`config.mk`:
```
export PLATFORM = sky130hd
export DESIGN_NAME = instr_fetch_unit
export DESIGN_NICKNAME = d
export VERILOG_FILES = /design/src/rtl/cpu_pkg.sv /design/src/rtl/if_pc_gen.sv /design/src/rtl/instr_fetch_unit.sv
export SDC_FILE = /design/constraint.sdc
export NUM_CORES = 1
export LEC_CHECK = 0
export CAP_MARGIN = 0
export CORE_MARGIN = 2
export CORE_UTILIZATION = 38
export DETAILED_ROUTE_END_ITERATION = 12
export GPL_TIMING_DRIVEN = 0
export PLACE_DENSITY = 0.88
export SETUP_SLACK_MARGIN = 0.1
export SLEW_MARGIN = 20
export SYNTH_ARGS = -nofsm -noshare
export SYNTH_HDL_FRONTEND = slang
export SYNTH_SLANG_ARGS = --single-unit
export TNS_END_PERCENT = 50
```
`constraint.sdc`:
```
create_clock -name clk -period 3.4 [get_ports clk]
set_input_delay 0.34 -clock clk [delete_from_list [all_inputs] [get_ports clk]]
set_output_delay 0.34 -clock clk [all_outputs]
set_load 0.1 [all_outputs]
```
`src/rtl/cpu_pkg.sv`:
```
// -----------------------------------------------------------------------------
// cpu_pkg
// Shared constants and types for the CPU front end.
//   DATA_W        : instruction / instruction-memory word width
//   ADDR_W        : instruction-memory word-address width (depth = 2**ADDR_W)
//   fetch_state_t : fetch unit operating mode (program load, run, halted)
// -----------------------------------------------------------------------------
package cpu_pkg;

    localparam int DATA_W = 32;
    localparam int ADDR_W = 10;

    typedef enum logic [1:0] {
        LOAD = 2'd0,
        RUN  = 2'd1,
        HALT = 2'd2
    } fetch_state_t;

endpackage : cpu_pkg

```
`src/rtl/if_pc_gen.sv`:
```
// -----------------------------------------------------------------------------
// if_pc_gen
// Program counter for the fetch unit. Holds the next sequential fetch address
// and selects between it and a branch target. After every fetch the PC moves
// to fetch address + 1; the addition wraps silently at 2**ADDR_W.
// Ports:
//   clk, reset        clock, synchronous active-high reset (PC <- RESET_PC)
//   i_fetch           a fetch is issued this cycle
//   i_branch_valid    redirect requested this cycle
//   i_branch_target   redirect address
//   o_fetch_addr      address to fetch this cycle (branch target or PC)
// -----------------------------------------------------------------------------
module if_pc_gen #(
    parameter int                ADDR_W   = cpu_pkg::ADDR_W,
    parameter logic [ADDR_W-1:0] RESET_PC = {ADDR_W{1'b0}}
) (
    input  logic              clk,
    input  logic              reset,
    input  logic              i_fetch,
    input  logic              i_branch_valid,
    input  logic [ADDR_W-1:0] i_branch_target,
    output logic [ADDR_W-1:0] o_fetch_addr
);

    localparam logic [ADDR_W-1:0] ADDR_ONE = {{(ADDR_W-1){1'b0}}, 1'b1};

    logic [ADDR_W-1:0] r_pc;

    // Fetch address select: a redirect overrides the sequential PC.
    always_comb begin
        o_fetch_addr = r_pc;
        if (i_branch_valid) begin
            o_fetch_addr = i_branch_target;
        end else begin
            o_fetch_addr = r_pc;
        end
    end

    // PC register: advances past whatever address was actually fetched.
    always_ff @(posedge clk) begin
        if (reset) begin
            r_pc <= RESET_PC;
        end else if (i_fetch) begin
            r_pc <= o_fetch_addr + ADDR_ONE;
        end
    end

endmodule : if_pc_gen

```
`src/rtl/instr_fetch_unit.sv`:
```
// -----------------------------------------------------------------------------
// instr_fetch_unit
// Front end of the instruction memory (IM). After reset it loads a program
// into IM one word per host strobe; on start it runs the PC, issues IM reads,
// absorbs the one-cycle IM read latency and presents {inst, pc} to decode via
// a valid/ready handshake with stall, branch redirect and halt support.
// Ports:
//   clk, reset            clock, synchronous active-high reset (shared with IM)
//   i_load_valid/_data    host program write (LOAD only)
//   i_start               LOAD -> RUN
//   i_halt_req            RUN -> HALT (left only through reset)
//   i_branch_valid/target redirect from execute
//   i_inst_ready          decode accepts the presented instruction
//   o_inst_valid/_data/_pc instruction handed to decode
//   o_load_full           load pointer wrapped; further loads ignored
//   o_running             unit is in RUN
//   o_im_*                IM address/enables/write data
//   i_im_dout             IM read data, valid one cycle after a fetch strobe
// -----------------------------------------------------------------------------
module instr_fetch_unit #(
    parameter int                DATA_W   = cpu_pkg::DATA_W,
    parameter int                ADDR_W   = cpu_pkg::ADDR_W,
    parameter logic [ADDR_W-1:0] RESET_PC = {ADDR_W{1'b0}}
) (
    input  logic              clk,
    input  logic              reset,
    input  logic              i_load_valid,
    input  logic [DATA_W-1:0] i_load_data,
    input  logic              i_start,
    input  logic              i_halt_req,
    input  logic              i_branch_valid,
    input  logic [ADDR_W-1:0] i_branch_target,
    input  logic              i_inst_ready,
    output logic              o_inst_valid,
    output logic [DATA_W-1:0] o_inst_data,
    output logic [ADDR_W-1:0] o_inst_pc,
    output logic              o_load_full,
    output logic              o_running,
    output logic [ADDR_W-1:0] o_im_address,
    output logic              o_im_enable_mem,
    output logic              o_im_enable_fetch,
    output logic              o_im_enable_write,
    output logic [DATA_W-1:0] o_im_din,
    input  logic [DATA_W-1:0] i_im_dout
);

    import cpu_pkg::*;

    localparam logic [ADDR_W-1:0] ADDR_ONE      = {{(ADDR_W-1){1'b0}}, 1'b1};
    localparam logic [ADDR_W-1:0] LOAD_PTR_LAST = {ADDR_W{1'b1}};

    fetch_state_t      r_state;
    fetch_state_t      w_state_nxt;
    logic [ADDR_W-1:0] r_load_ptr;
    logic              r_load_full;
    logic              r_inst_valid;
    logic [ADDR_W-1:0] r_inst_pc;
    logic              w_running;
    logic              w_write;
    logic              w_fetch;
    logic [ADDR_W-1:0] w_fetch_addr;

    assign w_running = (r_state == RUN);

    if_pc_gen #(
        .ADDR_W   (ADDR_W),
        .RESET_PC (RESET_PC)
    ) u_pc_gen (
        .clk             (clk),
        .reset           (reset),
        .i_fetch         (w_fetch),
        .i_branch_valid  (i_branch_valid),
        .i_branch_target (i_branch_target),
        .o_fetch_addr    (w_fetch_addr)
    );

    // Mode register.
    always_ff @(posedge clk) begin
        if (reset) begin
            r_state <= LOAD;
        end else begin
            r_state <= w_state_nxt;
        end
    end

    // Mode transitions: LOAD -> RUN on start, RUN -> HALT on halt request.
    always_comb begin
        w_state_nxt = r_state;
        case (r_state)
            LOAD: begin
                if (i_start) begin
                    w_state_nxt = RUN;
                end else begin
                    w_state_nxt = LOAD;
                end
            end
            RUN: begin
                if (i_halt_req) begin
                    w_state_nxt = HALT;
                end else begin
                    w_state_nxt = RUN;
                end
            end
            HALT:    w_state_nxt = HALT;
            default: w_state_nxt = LOAD;
        endcase
    end

    // IM strobes. Write only exists in LOAD and fetch only in RUN, so the two
    // can never coincide. A new fetch may overwrite the presented instruction
    // only when it is absent, being accepted, or being flushed by a branch.
    always_comb begin
        w_write = 1'b0;
        w_fetch = 1'b0;
        if (reset) begin
            w_write = 1'b0;
            w_fetch = 1'b0;
        end else begin
            w_write = (r_state == LOAD) & i_load_valid & ~r_load_full;
            w_fetch = w_running & ~i_halt_req &
                      (~r_inst_valid | i_inst_ready | i_branch_valid);
        end
    end

    // Program load pointer; saturates into load_full after the last word.
    always_ff @(posedge clk) begin
        if (reset) begin
            r_load_ptr  <= {ADDR_W{1'b0}};
            r_load_full <= 1'b0;
        end else if (w_write) begin
            r_load_ptr <= r_load_ptr + ADDR_ONE;
            if (r_load_ptr == LOAD_PTR_LAST) begin
                r_load_full <= 1'b1;
            end
        end
    end

    // Decode handshake. IM keeps its output stable when not read, so a
    // stalled instruction needs no local copy: only valid and pc are held.
    always_ff @(posedge clk) begin
        if (reset) begin
            r_inst_valid <= 1'b0;
            r_inst_pc    <= {ADDR_W{1'b0}};
        end else if (w_fetch) begin
            r_inst_valid <= 1'b1;
            r_inst_pc    <= w_fetch_addr;
        end else begin
            r_inst_valid <= r_inst_valid & ~i_inst_ready;
        end
    end

    assign o_inst_valid      = r_inst_valid;
    assign o_inst_data       = i_im_dout;
    assign o_inst_pc         = r_inst_pc;
    assign o_load_full       = r_load_full;
    assign o_running         = w_running;
    assign o_im_address      = w_write ? r_load_ptr : w_fetch_addr;
    assign o_im_enable_mem   = w_fetch | w_write;
    assign o_im_enable_fetch = w_fetch;
    assign o_im_enable_write = w_write;
    assign o_im_din          = i_load_data;

endmodule : instr_fetch_unit
```
==> summary.md <==
| Metric | Value |
|---|---|
| Number of rows in the core area | 28 |
| Seq/Total Area, Yosys | just under 30% |
| Number of I/O pins | roughly 170 |
| Smallest setup slack after layout | 0.1456 ns |
| Total nets after synthesis | about 380 |
| H-tree levels | 2 |
| Maximum Capacitance Violations | 0 |
| Area delta synth->final | 54.22% |
| Clock network latency to the later pin of the worst-skew pair | approximately 0.30 ns |
| Area taken by flip-flops and latches | around 680 um2 |
| Iter 0 DRT Violations | between 100 and 150 |
| Count of synthesis-stage warnings from yosys | 0 |
| Inst Count DP | 473 |
| Starting density of the core | 39.37% |
| Residual antenna-violating net count after detailed routing | 0 |
| Post-synth EDFFs | 0 |
| Total GRT Usage | 19.77% |
| Instance count of the mapped netlist | 292 |
| Setup clock skew after layout | 0.008620 ns |
| Power Density | 425.4 nW/um2 |
| RSZ-0062 raised after global routing | yes |
| Initial antenna violation count | 0 |
| Slew at the pin closest to its max-slew limit | between 0.9 and 1 ns |
| Highest achievable clock rate | ~310 MHz |
| Die span in x | roughly 83 um |
| DRC violation count after routing | 0 |
| Max-Slew Margin vs Limit | 34.38% |
| Largest voltage drop on the vdd net | 0.2396 mV |
| Static Leak | 1.506 nW |
| Gpl congestion | roughly 0.9 |
| Wire per inst | 14.14 um |
| First drt pass iteration count | 5 |
| Pin count of the biggest net entering global routing | 12 |
| Input/output buffers | 106 |
| Nature of the critical path endpoint | output port |
| Setup slack at placement | -0.03049 ns |
| Avg Vias per Cell | 5.181 |
| Share of synthesized flip-flops with an asynchronous set or reset | 0% |
| Cts-stage hold buffer count | 0 |
| Global-route wire length before repair | 10370 um |
| Total negative slack | 0 ns |
| Mapped Area | 2345 um2 |
| WS Path Type | primary input to output port |
| TritonCTS Buffers | 5 |
| Part of the cycle the worst path needs | 95.72% |
| Cell types with the largest area share after synthesis | dfxtp_1 29%, buf_4 21%, nor2_1 5.1% |
| Master cell of the clock root buffer | clkbuf_8 |
| Number of failing setup endpoints in the final timing report | 0 |
| Layout filler cell count | between 500 and 600 |
| Main flop type after synthesis | dfxtp_1 |
| Number of unique standard cell types used by synthesis | 49 |
| Top cell type's share of synthesized area | 29.03% |
| Number of slew-limit violations in the final report | 0 |
| Result of the run | finished clean |
| Shortest period the worst path allows | roughly 3.3 ns |
| Area taken by multi-input logic gates | 1105 um2 |
| Most frequent cell after synthesis | buf_4 |
| Routed wire length | ~7000 um |
| Share of cells above drive strength 1 | 21.67% |
| Total via count in the routed design | between 2000 and 2500 |
| Remaining global-route overflow | 0 |
| Number of setup buffers added after CTS | 0 |
| Required time at the endpoint of the critical path | ~3.1 ns |
| Clock sink count | 34 |
| Diodes inserted | 0 |
| Worst endpoint data arrival time | 2.91 ns |
| Number of global-route vias before repair | 2195 |
| Average instance area after synthesis | 8.030 um2 |
| Final Hold Vio Count | 0 |
| Maximum count of clock buffers along a single path | 2 |
| Critical path peak fanout | 10 |
| Path class of the lowest-slack min-delay path | register to register |
| Most used standard cells in the synthesized netlist | 66 x buf_4, 34 x dfxtp_1, 32 x nor2_1 |
| Die span in y | 82.55 um |
| Reg clk slew, reported paths | 0.07 ns |
| Worst Hold Margin | 0.4891 ns |
| Number of register bits inferred by synthesis | 34 |
| Dominant cell type by area after synthesis | dfxtp_1 |
| Clock tree from TritonCTS | built |
| Floorplan Core Area | 5956 um2 |
| Finished Layout Cells | 481 |
| Total number of nets in the final design | about 500 |
| Kind of start point of the critical path | primary input |
| Area enclosed by the die boundary | 6815 um2 |
| HPWL after detailed placement | 5297 um |
| Post-layout power | around 1.5 mW |
## path summary, 6_finish.rpt
check | start | end | slack (ns) | cells after the start
worst max-delay path | reset | o_im_address[9] | 0.15 | 6
worst max register to register | u_pc_gen.r_pc[0] | u_pc_gen.r_pc[8] | 1.40 | 7
worst min register to register | u_pc_gen.r_pc[0] | u_pc_gen.r_pc[0] | 0.49 | 2
worst min-delay path | u_pc_gen.r_pc[0] | u_pc_gen.r_pc[0] | 0.49 | 2
## worst max-delay path: stages
cell and delay [ns]:
clkdlybuf4s50_1 0.49, nor4_4 0.25, nand2_1 0.17, clkbuf_1 0.28, a21oi_1 0.22, clkdlybuf4s50_1 1.16
## placed cells by master, fill, tap and decap left out, drive strengths merged, types with 2 or more instances in the layout
cell type	n
nor3b	2
dlymetal6s2s	4
clkdlybuf4s50	100
nand3	9
xor2	2
o21a	2
dlygate4sd2	2
nand3b	3
a21o	2
a31oi	3
mux2i	9
o311ai	5
ha	2
nor3	2
and3	2
nor2	32
a211oi	9
dfxtp	34
o21ai	9
nand4b	2
buf	70
nand2b	3
or3	8
a21oi	22
clkbuf	12
nand4	7
xnor2	5
inv	8
nor2b	4
nand2	15
## sequential cells by signal (all words and copies together), names as in the netlist
name / cells
o_inst_pc: 10
r_load_ptr: 10
u_pc_gen.r_pc: 10
r_state: 2
o_inst_valid: 1
o_load_full: 1
## cell type report
cell class | instances | area share (%)
Tap cell | 75 | 2.595
Buffer | 76 | 15.02
Sequential cell | 34 | 18.82
Inverter | 8 | 0.8304
Timing Repair Buffer | 106 | 29.55
Multi-Input combinational cell | 174 | 30.55
Clock buffer | 6 | 2.284
Clock inverter | 2 | 0.3460
## report_power, final
group	internal [mW]	switching (mW)	total [mW]
Clock	0.163	0.162	0.325
Sequential	0.413	0.0137	0.427
Combinational	0.203	0.583	0.786
Total	0.779	0.759	1.54
## stage by stage
| step | util, % | area [um2] |
|---|---|---|
| detailed placement | 58.99 | 3513 |
| floorplan | - | 2359 |
| finish | 60.71 | 3616 |
| CTS | 60.55 | 3606 |
| global route | 60.71 | 3616 |
| global placement | 58.99 | 3513 |
## what timing repair did
item | CTS | global route
setup endpoints to repair | 4 | 8
gates resized for setup | 2 | 4
hold endpoints to repair | 0 | 0
## kinds of logic after synthesis
| logic type | count (synthesis) | share of synthesized area, % |
|---|---|---|
| AOI/OAI and AO/OA | 62 | 17.18 |
| xor gates and xnor gates | 7 | 2.615 |
| adders and majority gates | 2 | 1.067 |
| buffers and inverters | 84 | 24.44 |
| DFF | 34 | 29.03 |
| muxes | 10 | 4.322 |
| and+or+nand+nor | 93 | 21.34 |
## layer usage
layer  vias to the layer above  part of all wire (%)  track usage [%]
met5                         -                     0                0
met4                         0                  0.76            4.262
met3                         6                    13            5.543
met2                       165                    49            33.47
met1                      1136                    38            25.02
li1                       1185                     -                -
(Power assumes the default switching activity.)
